**src/rtl/acq_mem_ctrl_pkg.sv**
```systemverilog
// Shared types and constants for the acquisition memory controller.
// Bank mode encodings mirror the sample memory bank's own definitions.
package acq_mem_ctrl_pkg;

    typedef enum logic [2:0] {
        ST_IDLE = 3'd0,
        ST_FILL = 3'd1,
        ST_ARM  = 3'd2,
        ST_PLAY = 3'd3,
        ST_DONE = 3'd4
    } state_t;

    localparam logic MODE_WRITING  = 1'b0;
    localparam logic MODE_PLAYBACK = 1'b1;

    localparam int unsigned DEF_PASS_W = 5;
    localparam int unsigned DEF_DOPP_W = 16;
    localparam int unsigned DEF_TO_W   = 16;

endpackage

```
**src/rtl/acq_mem_ctrl_fill_watchdog.sv**
```systemverilog
// Fill watchdog: counts cycles spent waiting for a full capture window and
// flags the terminal count one cycle before the limit is reached.
module acq_mem_ctrl_fill_watchdog #(
    parameter int unsigned TO_W  = 16,
    parameter int unsigned LIMIT = 65535
) (
    input  logic clk,
    input  logic reset,
    input  logic clear,
    input  logic enable,
    output logic terminal_c
);

    logic [TO_W-1:0] count;

    always_ff @(posedge clk) begin
        if (reset || clear) begin
            count <= '0;
        end else if (enable) begin
            count <= count + TO_W'(1);
        end
    end

    assign terminal_c = (count == TO_W'(LIMIT - 1));

endmodule

```
**src/rtl/acq_mem_ctrl.sv**
```systemverilog
// Acquisition search sequencer: fills a capture window, replays it once per
// Doppler bin in playback mode, and returns the bank to writing mode.
module acq_mem_ctrl
    import acq_mem_ctrl_pkg::*;
#(
    parameter int unsigned NUM_PASSES   = 21,
    parameter int unsigned PASS_W       = DEF_PASS_W,
    parameter int unsigned DOPP_W       = DEF_DOPP_W,
    parameter int          DOPP_START   = -5000,
    parameter int          DOPP_STEP    = 500,
    parameter int unsigned FILL_TIMEOUT = 65535,
    parameter int unsigned TO_W         = DEF_TO_W
) (
    input  logic              clk,
    input  logic              reset,
    input  logic              start,
    input  logic              abort,
    input  logic              mem_ready,
    input  logic              mem_frame_start,
    input  logic              mem_frame_end,
    input  logic              mem_sample_valid,
    output logic              mem_mode,
    output logic [PASS_W-1:0] pass_idx,
    output logic [DOPP_W-1:0] dopp_offset,
    output logic              pass_start,
    output logic              pass_end,
    output logic              acc_enable,
    output logic              busy,
    output logic              done,
    output logic              timeout
);

    state_t state;
    logic   wd_clear_c;
    logic   wd_enable_c;
    logic   fill_expired_c;
    logic   frame_first_c;
    logic   frame_last_c;
    logic   last_pass_c;

    assign wd_clear_c    = (state != ST_FILL);
    assign wd_enable_c   = (state == ST_FILL);
    assign frame_first_c = mem_frame_start && mem_sample_valid;
    assign frame_last_c  = mem_frame_end && mem_sample_valid;
    assign last_pass_c   = (pass_idx == PASS_W'(NUM_PASSES - 1));

    // The ARM cycle that sees the first sample already belongs to the window.
    assign acc_enable = mem_sample_valid &&
                        ((state == ST_PLAY) || ((state == ST_ARM) && mem_frame_start));

    acq_mem_ctrl_fill_watchdog #(
        .TO_W  (TO_W),
        .LIMIT (FILL_TIMEOUT)
    ) u_fill_watchdog (
        .clk        (clk),
        .reset      (reset),
        .clear      (wd_clear_c),
        .enable     (wd_enable_c),
        .terminal_c (fill_expired_c)
    );

    always_ff @(posedge clk) begin
        if (reset) begin
            state       <= ST_IDLE;
            mem_mode    <= MODE_WRITING;
            pass_idx    <= '0;
            dopp_offset <= DOPP_W'(DOPP_START);
            pass_start  <= 1'b0;
            pass_end    <= 1'b0;
            busy        <= 1'b0;
            done        <= 1'b0;
            timeout     <= 1'b0;
        end else begin
            pass_start <= 1'b0;
            pass_end   <= 1'b0;
            done       <= 1'b0;
            timeout    <= 1'b0;

            if (abort) begin
                // Discards any in-flight pass without reporting it.
                state    <= ST_IDLE;
                busy     <= 1'b0;
                mem_mode <= MODE_WRITING;
            end else begin
                unique case (state)
                    ST_IDLE: begin
                        if (start) begin
                            pass_idx    <= '0;
                            dopp_offset <= DOPP_W'(DOPP_START);
                            busy        <= 1'b1;
                            if (mem_ready) begin
                                state    <= ST_ARM;
                                mem_mode <= MODE_PLAYBACK;
                            end else begin
                                state <= ST_FILL;
                            end
                        end
                    end
                    ST_FILL: begin
                        if (mem_ready) begin
                            state    <= ST_ARM;
                            mem_mode <= MODE_PLAYBACK;
                        end else if (fill_expired_c) begin
                            timeout <= 1'b1;
                            state   <= ST_IDLE;
                            busy    <= 1'b0;
                        end
                    end
                    ST_ARM: begin
                        if (frame_first_c) begin
                            pass_start <= 1'b1;
                            state      <= ST_PLAY;
                        end
                    end
                    ST_PLAY: begin
                        if (frame_first_c) begin
                            pass_start <= 1'b1;
                        end
                        if (frame_last_c) begin
                            pass_end <= 1'b1;
                            if (last_pass_c) begin
                                state <= ST_DONE;
                            end else begin
                                pass_idx    <= pass_idx + PASS_W'(1);
                                dopp_offset <= dopp_offset + DOPP_W'(DOPP_STEP);
                            end
                        end
                    end
                    ST_DONE: begin
                        done     <= 1'b1;
                        mem_mode <= MODE_WRITING;
                        state    <= ST_IDLE;
                        busy     <= 1'b0;
                    end
                    default: begin
                        state    <= ST_IDLE;
                        busy     <= 1'b0;
                        mem_mode <= MODE_WRITING;
                    end
                endcase
            end
        end
    end

endmodule

```
**config.mk**
```make
export PLATFORM = sky130hd
export DESIGN_NAME = acq_mem_ctrl
export DESIGN_NICKNAME = d
export VERILOG_FILES = /design/src/rtl/acq_mem_ctrl_pkg.sv /design/src/rtl/acq_mem_ctrl_fill_watchdog.sv /design/src/rtl/acq_mem_ctrl.sv
export SDC_FILE = /design/constraint.sdc
export NUM_CORES = 1
export LEC_CHECK = 0
export BUFFER_PORTS_ARGS = -buffer_cell sky130_fd_sc_hd__buf_2
export CAP_MARGIN = 20
export CORE_ASPECT_RATIO = 1.2
export CORE_MARGIN = 2
export CORE_UTILIZATION = 45
export CTS_CLUSTER_DIAMETER = 80
export CTS_CLUSTER_SIZE = 28
export DETAILED_ROUTE_END_ITERATION = 10
export GPL_TIMING_DRIVEN = 0
export PLACE_DENSITY = 0.66
export SLEW_MARGIN = 25
export SYNTH_ARGS = -nofsm -noshare
export SYNTH_HDL_FRONTEND = slang
export SYNTH_SLANG_ARGS = --single-unit
```
**constraint.sdc**
```tcl
create_clock -name clk -period 3.7 [get_ports clk]
set_input_delay 0.37 -clock clk [delete_from_list [all_inputs] [get_ports clk]]
set_output_delay 0.37 -clock clk [all_outputs]
set_load 0.01 [all_outputs]
```
== After elaboration in Yosys (flattened, before gate mapping) ==
Cells that the tools add are included.

* Output and inout bits: 28
* Word-level logic and storage cells: 76
* Input bits: 8
* Register bits: 46

* Reductions and logical operators: 17
* Bitwise gates (word level): 4
* $add $sub $neg: 3
* Equal/unequal tests: 15
* Muxes and demuxes: 27

{| class="wikitable"
|+ Operators by type and width
! cell !! number
|-
| 16-bit two-way mux || 3
|-
| 16-bit case mux with 2 select lines || 1
|-
| 3-bit two-way mux || 6
|-
| 16-bit by 1-bit adder with 16-bit output, second input constant || 1
|-
| 16-bit by 9-bit adder with 16-bit output, second input constant || 1
|-
| 16-bit equality test, second input constant || 1
|-
| 5-bit two-way mux || 3
|-
| 2-bit inequality test, second input constant || 7
|-
| 3-bit case mux with 4 select lines || 1
|-
| 5-bit case mux with 2 select lines || 1
|-
| 5-bit AND reduction || 2
|-
| 1-bit two-way mux || 9
|-
| 3-bit by 2-bit equality test with 1-bit output, second input constant || 2
|-
| 1-bit case mux with 3 select lines || 2
|-
| 3-bit OR reduction || 2
|-
| 5-bit by 1-bit adder with 5-bit output, second input constant || 1
|-
| 5-bit equality test, second input constant || 1
|-
| 1-bit logical AND || 4
|-
| 1-bit NOT || 4
|-
| 4-bit AND reduction || 1
|-
| 2-bit OR reduction || 2
|-
| 4-bit OR reduction || 1
|-
| 3-bit by 1-bit equality test with 1-bit output, second input constant || 1
|-
| 3-bit equality test, second input constant || 1
|-
| other kinds (7) || 8
|}

== Longest topological paths before layout ==
Gate-level depths: netlist of run 1.

* Word-level depth: 4
* Gate-level depth with buffers: 8
* Mapped depth without buffers: 6

== Modules after synthesis ==
Synthesis of run 1 repeated with hierarchy kept, for this count alone.

* Cells, all modules: 267
* Area, all modules: 2279.7 um^2

{| class="wikitable"
|+ By module, submodules not included
! module !! area each (um^2) !! cells each !! times used !! seq. area each (um^2)
|-
| acq_mem_ctrl || 1461.4 || 174 || 1 || 560.5
|-
| acq_mem_ctrl_fill_watchdog || 818.3 || 93 || 1 || 320.3
|}

== Worst setup path after synthesis of run 1 ==
Ideal clock, no wire load.

* Kind: register -> register
* From: register pass_idx[0]
* To: register pass_idx[2]
* Data arrival time: 1.838 ns
* Library setup time: 0.070 ns
* Stages on the path, launching flop included: 8
* Period minus slack after synthesis: 1.908 ns
* Buffers on the path: 1
* Data required time: 3.630 ns
* Setup slack: 1.792 ns
* Cell sequence: dfxtp_1 > inv_1 > ha_1 > and4b_1 > o21ba_2 > clkbuf_1 > or4_1 > a21oi_1

* Longest elaborated chain between the ends: 4
* Elaborated cells on any way between the ends: 7
* Those cells by class: add/sub (1); eq/ne (2); mux (3); reduce/logical (1)

{| class="wikitable"
|+ Ends and longest elaborated chain
! item !! line !! source
|-
| from (decl) || acq_mem_ctrl.sv:23 || <nowiki>output logic [PASS_W-1:0] pass_idx,</nowiki>
|-
| from (signal assigned) || acq_mem_ctrl.sv:124 || <nowiki>pass_idx <= pass_idx + PASS_W'(1);</nowiki>
|-
| 5-bit by 1-bit adder with 5-bit output || acq_mem_ctrl.sv:124 ||
|-
| 5-bit two-way mux || acq_mem_ctrl.sv:121 || <nowiki>if (last_pass_c) begin</nowiki>
|-
| 5-bit two-way mux || acq_mem_ctrl.sv:119 || <nowiki>if (frame_last_c) begin</nowiki>
|-
| 5-bit case mux with 2 select lines || acq_mem_ctrl.sv:85 || <nowiki>unique case (state)</nowiki>
|}

Parallel ways exist; a longest one is shown, timed or not. The select of a mux whose other input is x is not followed.
A chain may end at the register's enable or synchronous reset.

== Worst setup path in the final report of run 1 ==
* From: register pass_idx[0]
* To: register dopp_offset[10]

* Longest elaborated chain between the ends: 3

{| class="wikitable"
|+ Ends and longest elaborated chain
! item !! line !! source
|-
| 5-bit equality test || acq_mem_ctrl.sv:45 || <nowiki>assign last_pass_c = (pass_idx == PASS_W'(NUM_PASSES - 1));</nowiki>
|-
| 2-bit inequality test (no source line) || - ||
|-
| 5-bit AND reduction (no source line) || - ||
|-
| to (signal assigned) || acq_mem_ctrl.sv:67 || <nowiki>dopp_offset <= DOPP_W'(DOPP_START);</nowiki>
|-
| to (signal assigned) || acq_mem_ctrl.sv:89 || <nowiki>dopp_offset <= DOPP_W'(DOPP_START);</nowiki>
|-
| to (signal assigned) || acq_mem_ctrl.sv:125 || <nowiki>dopp_offset <= dopp_offset + DOPP_W'(DOPP_STEP);</nowiki>
|-
| to (decl) || acq_mem_ctrl.sv:24 || <nowiki>output logic [DOPP_W-1:0] dopp_offset,</nowiki>
|}

Every way passes these cells.

==> reports/metrics.yaml, run 1 <==
status:
  status: "finished, final reports clean"
pwr:
  powerDensity_mw_per_mm2: 362
  irDropWorstVdd_v: 0.000208
  power.total_mw: 0.892
  p_leak_nw: 0.886
global_route:
  grt_usage: 0.189
  antenna_found_initial: 0
  grt_pass1_wl_mm: 7.85
  grt_overflow: 0
  grt_pass1_vias: 1782
  grt_max_degree: 13
cells_and_area:
  fin_util: 0.540
  n_antenna_cell: 0
  nets: 305
  ff_latch_area_um2: 881
  drive_gt1_frac: 0.167
  final_cell_mix: "dfxtp_1 (44), buf_2 (34), nor2_1 (17), o21ai_0 (17), a21oi_1 (17)"
  n_fill_cell: 472
  final_common_cell: "dfxtp_1"
  multi_input_area_mm2: 0.00117
  syn_to_final_growth_pct: 15.6
timing:
  rsz0062_at_grt: "false"
  slew_violations: 0
  clock_skew_ns: 0.00284
  min_period_over_period: 0.578
  fin_crit_ns: 2.14
  tightest_slew_ns: 0.579
  slew_headroom: 0.611
  setup_viol: 0
  fmax_ghz: 0.468
  tns_ns: 0
  setup_slack_ns: 1.56
  finalHoldViolations: 0
synth:
  mappedNetlistArea_mm2: 0.00213
  yosysWarningCount: 0
  ys_types: 45
  ys_seq_elements: 44
  synth-edff-count: 0
  synth-seq-area-share: 0.413
  postSynthAreaPerCell_um2: 8.49
  synthArstFlopShare: 0
  synth_ff_type: "dfxtp_1"
  postSynthCellCount: 251
die:
  core_area_mm2: 0.00456
  initial_core_util: 0.467
  rows: 27
  die_h_um: 79.4
  io_pins: 36
  die_w_um: 66.8
  die_area_mm2: 0.00530
critical_path:
  crit_type: "flip-flop to flip-flop"
  max_stage_delay_ns: 0.40
  cp_num_buf_inv: 3
  start_kind: "flip-flop"
  critical_path_peak_fanout: 10
  crit_chain: "inv_1, ha_1, and4b_1, o21ba_2, clkbuf_1, clkbuf_1, o31ai_1, nand3_1"
  cp-end-kind: "flip-flop"
  cpMaxStageDelayCell: "dfxtp_1"
  crit_family: "buffers and inverters"
  critPathMostFrequentCell: "clkbuf_1"
  critPathRequiredTime_ns: 3.86
  arrival_ns: 2.29
routing:
  viasPerCell: 5.65
  drt_iter0_drc: 104
  route.detailed.drc: 0
  dr.pass1.iters: 6
  vias: 1984
  wl_mm: 4.64
  drt.antenna.violating_nets: 0
  wl_per_cell_um: 13.2
min_path:
  hold_class: "primary input to flip-flop"
clock_tree:
  cts_inserted_buffers: 5
  ctsHoldBuffers: 0
  cts_root_buf: "clkbuf_8"
  cts_buffer_depth: 2
  cts_tree: "built"
  clk_pin_slew_ns: 0.08
  htreeDepth: 2
  cts.sinks: 44
  clk_latency_ns: 0.29
  post_cts_resized: 0
  cts_setup_buffers: 0
place:
  post-place-ws_ns: 1.55
  hpwl_mm: 3.37
  gp_congestion: 0.869
  portBuffers: 33
run:
  cap_violations: 0
## cells by family after synthesis
| group | after synthesis | share of synthesized area |
|---|---|---|
| other | 1 | 0.00176 |
| AND/OR/NAND/NOR | 107 | 0.288 |
| adder cells (fa/ha/maj) | 5 | 0.0294 |
| flip-flops | 44 | 0.413 |
| multiplexers | 4 | 0.0188 |
| buffers and inverters | 21 | 0.0411 |
| AO/OA/AOI/OAI | 62 | 0.179 |
| XOR/XNOR | 7 | 0.0288 |
## final timing paths
path,startpoint,to,slack [ns],cells past startpoint
worst min register to register,u_fill_watchdog.count[0],u_fill_watchdog.count[0],0.48,1
worst max register to register,pass_idx[0],dopp_offset[10],1.56,8
worst max-delay path,pass_idx[0],dopp_offset[10],1.56,8
worst min-delay path,mem_frame_end,pass_end,0.32,3
## per-layer routing
metal	track usage	wire, um	up-vias
met5	0	0	-
met4	0.0694	57	0
met3	0.0395	195	5
met2	0.315	2290	45
met1	0.237	2090	925
li1	-	-	1009
## tightest hold or removal path, cell delays in order
cell	delay, ns
buf_2	0.11
nand2_1	0.06
nor4_1	0.04
## where the power goes
part / switching [mW] / leakage, nW / internal (mW)
Sequential: 0.0110 / 0.356 / 0.481
Clock: 0.156 / 0.0455 / 0.152
Combinational: 0.0577 / 0.485 / 0.0330
## registers in the layout, summed over array words and instances, names as in the netlist
signal                 flops
busy                       1
done                       1
dopp_offset               14
mem_mode                   1
pass_end                   1
pass_idx                   5
pass_start                 1
state                      3
timeout                    1
u_fill_watchdog.count     16
## synthesized netlist by cell type (all sizes together), types with 2 or more instances
library cell,n,area (um2)
xor2,4,35.0
or2,3,18.8
mux2i,4,40.0
o21a,2,15.0
o21ai,17,85.1
xnor2,3,26.3
and4,6,52.6
ha,5,62.6
clkbuf,11,41.3
nand3,15,75.1
buf,3,20.0
nand3b,2,15.0
nand2b,4,25.0
a21oi,17,85.1
nand4,3,18.8
nand2,16,60.1
nor4,5,31.3
dfxtp,44,881
nor3,6,30.0
or3,9,56.3
or4,11,90.1
nor2,17,63.8
a21o,3,22.5
inv,7,26.3
a31oi,7,43.8
o31ai,8,60.1
and2,3,18.8
## metrics by stage
stage	hold slack [ns]	instance area, um2	std cells
6_report	0.319	2460	351
5_1_grt	0.321	2460	351
4_1_cts	0.313	2460	351
3_5_place_dp	0.472	2370	343
3_3_place_gp	0.444	2370	343
2_1_floorplan	0.430	2130	252
## cell type report
| class | instances | share of cell area |
|---|---|---|
| multi-input cells | 187 | 0.474 |
| repair buffers | 33 | 0.0671 |
| plain buffers | 14 | 0.0249 |
| well taps | 58 | 0.0295 |
| clock buffers | 8 | 0.0366 |
| flip-flops and latches | 44 | 0.358 |
| inverters | 7 | 0.0107 |
No activity file was read; power rests on OpenSTA's default activity.
==> run 2, diff against run 1 <==
- PLACE_DENSITY: 0.66 -> 0.69
- clock period: 3.7 -> 1.9 ns (I/O delays scaled with it)
==> reports/metrics.yaml, run 2 (same netlist as run 1, synthesis figures left out) <==
timing:
  rsz0062_at_grt: "true"
  min_period_over_period: 0.982  # +0.404
  finalHoldViolations: 0  # unchanged
  fin_crit_ns: 1.87  # -0.271 ns
  tns_ns: 0  # unchanged
  slew_violations: 0  # unchanged
  tightest_slew_ns: 0.544  # -0.0349 ns
  slew_headroom: 0.635  # +0.0235
  fmax_ghz: 0.536  # +15%
  setup_viol: 0  # unchanged
  whs_ns: 0.136  # -0.183 ns
  clock_skew_ns: 0.00271  # -0.000136 ns
min_path:
  hold_end: "pass_end"
  hold_class: "primary input to flip-flop"
  whs_path_depth: 3  # unchanged
  min_from: "mem_frame_end"
routing:
  dr.pass1.iters: 4  # -2
  wl_per_cell_um: 13.5  # +1.9%
  wl_mm: 4.78  # +3.0%
  vias: 1973  # -0.55%
  route.detailed.drc: 0  # unchanged
  drt_iter0_drc: 90  # -13%
  viasPerCell: 5.56  # -1.7%
  drt.antenna.violating_nets: 0  # unchanged
pwr:
  power.total_mw: 1.76  # +98%
  pwr-share-clk: 0.339  # -0.007
  combinationalPowerShare: 0.118  # +0.016
  seqPwrFrac: 0.543  # -0.009
  switchingPower_mw: 0.445  # +98%
  p_leak_nw: 0.951  # +7.3%
  swShare: 0.252  # about the same
  intPower_mw: 1.32  # +98%
  irDropWorstVdd_v: 0.000423  # +100%
  powerDensity_mw_per_mm2: 679  # +87%
cells_and_area:
  syn_to_final_growth_pct: 22.0
  reg_top3: "u_fill_watchdog.count (16), dopp_offset (14), pass_idx (5)"
  finish.instance_area_mm2: 0.00260  # +5.5%
  final_common_cell: "dfxtp_1"
  n_fill_cell: 424  # -10%
  final_cell_mix: "dfxtp_1 (39), buf_2 (35), nor2_1 (17), o21ai_0 (17)"
  largest_reg_flops: 16  # unchanged
  top_register: "u_fill_watchdog.count"
  drive_gt1_frac: 0.266  # +0.0988
  n_antenna_cell: 0  # unchanged
  nets: 309  # +1.3%
critical_path:
  ff2ff_path_depth: 7  # -1
  r2r-end: "pass_idx[2]"
  crit_type: "flip-flop to flip-flop"
  reg2reg_slack_ns: 0.03  # -1.53 ns
  cp_num_buf_inv: 2  # -1
  arrival_ns: 2.09  # -0.20 ns
  critPathRequiredTime_ns: 2.13  # -1.73 ns
  cp-end-kind: "flip-flop"
  crit_chain: "inv_1, ha_2, and4b_2, o21ba_4, buf_8, or4_1, a21oi_1"
  cpMaxStageDelayCell: "or4_1"
  max_stage_delay_ns: 0.47  # +0.07 ns
  start_kind: "flip-flop"
  crit_family: "simple AND/OR/NAND/NOR gates"
  critical_path_peak_fanout: 10  # unchanged
  r2r-start: "pass_idx[0]"
run:
  cap_violations: 0  # unchanged
clock_tree:
  clk_pin_slew_ns: 0.08  # about the same
  cts_buffer_depth: 2  # unchanged
  ctsHoldBuffers: 0  # unchanged
  clk_latency_ns: 0.29  # about the same
  cts_tree: "built"
  cts_inserted_buffers: 5  # unchanged
  cts_root_buf: "clkbuf_8"
  htreeDepth: 2  # unchanged
  cts.sinks: 44  # unchanged
place:
  placed_area_mm2: 0.00237  # about the same
  hpwl_mm: 3.27  # -2.9%
  gp_congestion: 0.843  # -3.0%
  portBuffers: 33  # unchanged
die:
  die_area_mm2: 0.00530  # unchanged
  core_area_mm2: 0.00456  # unchanged
  die_h_um: 79.4  # unchanged
  io_pins: 36  # unchanged
  die_w_um: 66.8  # unchanged
  initial_core_util: 0.467  # unchanged
  rows: 27  # unchanged
global_route:
  grt_pass1_vias: 1749  # -1.9%
  antenna_found_initial: 0  # unchanged
  grt_overflow: 0  # unchanged
  grt_usage: 0.185  # -0.00409
  grt_pass1_wl_mm: 7.65  # -2.5%
  grt_max_degree: 13  # unchanged
status:
  status: "finished, final reports clean"
==> run 2: cell types whose count changed in the layout (fill, tap and decap cells not counted), moves of 4 or more <==
cell      previous run  this run
dfxtp_2              0         4
o31ai_1              8         4
buf_4                2         8
o31ai_2              0         4
dfxtp_1             44        39
clkbuf_1            13         5
==> run 2: worst max-delay path by stage <==
stage,cells after the start,from,slack (ns),to
floorplan,7,pass_idx[1],0.03,pass_idx[2]
global placement,5,state[0],-0.21,dopp_offset[5]
detailed placement,5,state[0],-0.21,dopp_offset[5]
CTS,6,state[2],0.0009,dopp_offset[15]
global route,6,state[2],-0.02,dopp_offset[15]
finish,7,pass_idx[0],0.03,pass_idx[2]
==> run 2: what timing repair did <==
action	4_1_cts	5_1_grt
pin swaps	0	4
setup buffers	3	2
resized for setup	17	21
setup endpoints to repair	22	23
==> run 2: layer usage <==
layer  routed length (um)  up-vias  global-route usage
met4                   70        0              0.0673
met1                 2190      911               0.223
met5                    0        -                   0
li1                     -     1014                   -
met3                  210        5              0.0381
met2                 2310       43               0.319
==> run 2: worst register-to-register path: cells and delay by family, from the launching register on <==
family          cells  cell delay (ns)
buf+inv             2             0.19
compound gates      2             0.38
fa+ha+maj           1             0.18
simple gates        2             0.72
flops               1             0.33
==> run 2: layout make-up <==
type,count,area [um2],share of cell area
well taps,58,72.6,0.0279
flip-flops and latches,44,890,0.342
clock buffers,8,90.1,0.0347
inverters,7,26.3,0.0101
multi-input cells,187,1230,0.472
plain buffers,13,90.1,0.0347
repair buffers,38,203,0.0780
==> run 2: through the flow <==
stage               utilization  worst slack [ns]  cells
floorplan                     -            0.0321    252
global placement          0.520            -0.210    343
detailed placement        0.520            -0.215    343
CTS                       0.556          0.000861    354
global route              0.570           -0.0170    355
finish                    0.570            0.0343    355
==> run 2: power groups by stage <==
stage	clock network (mW)	registers, mW	logic [mW]
after floorplan	0	0.982	0.112
after global placement	0	0.980	0.176
after detailed placement	0	0.980	0.177
after CTS	0.615	0.957	0.196
after global routing	0.652	0.961	0.229
final	0.597	0.958	0.208
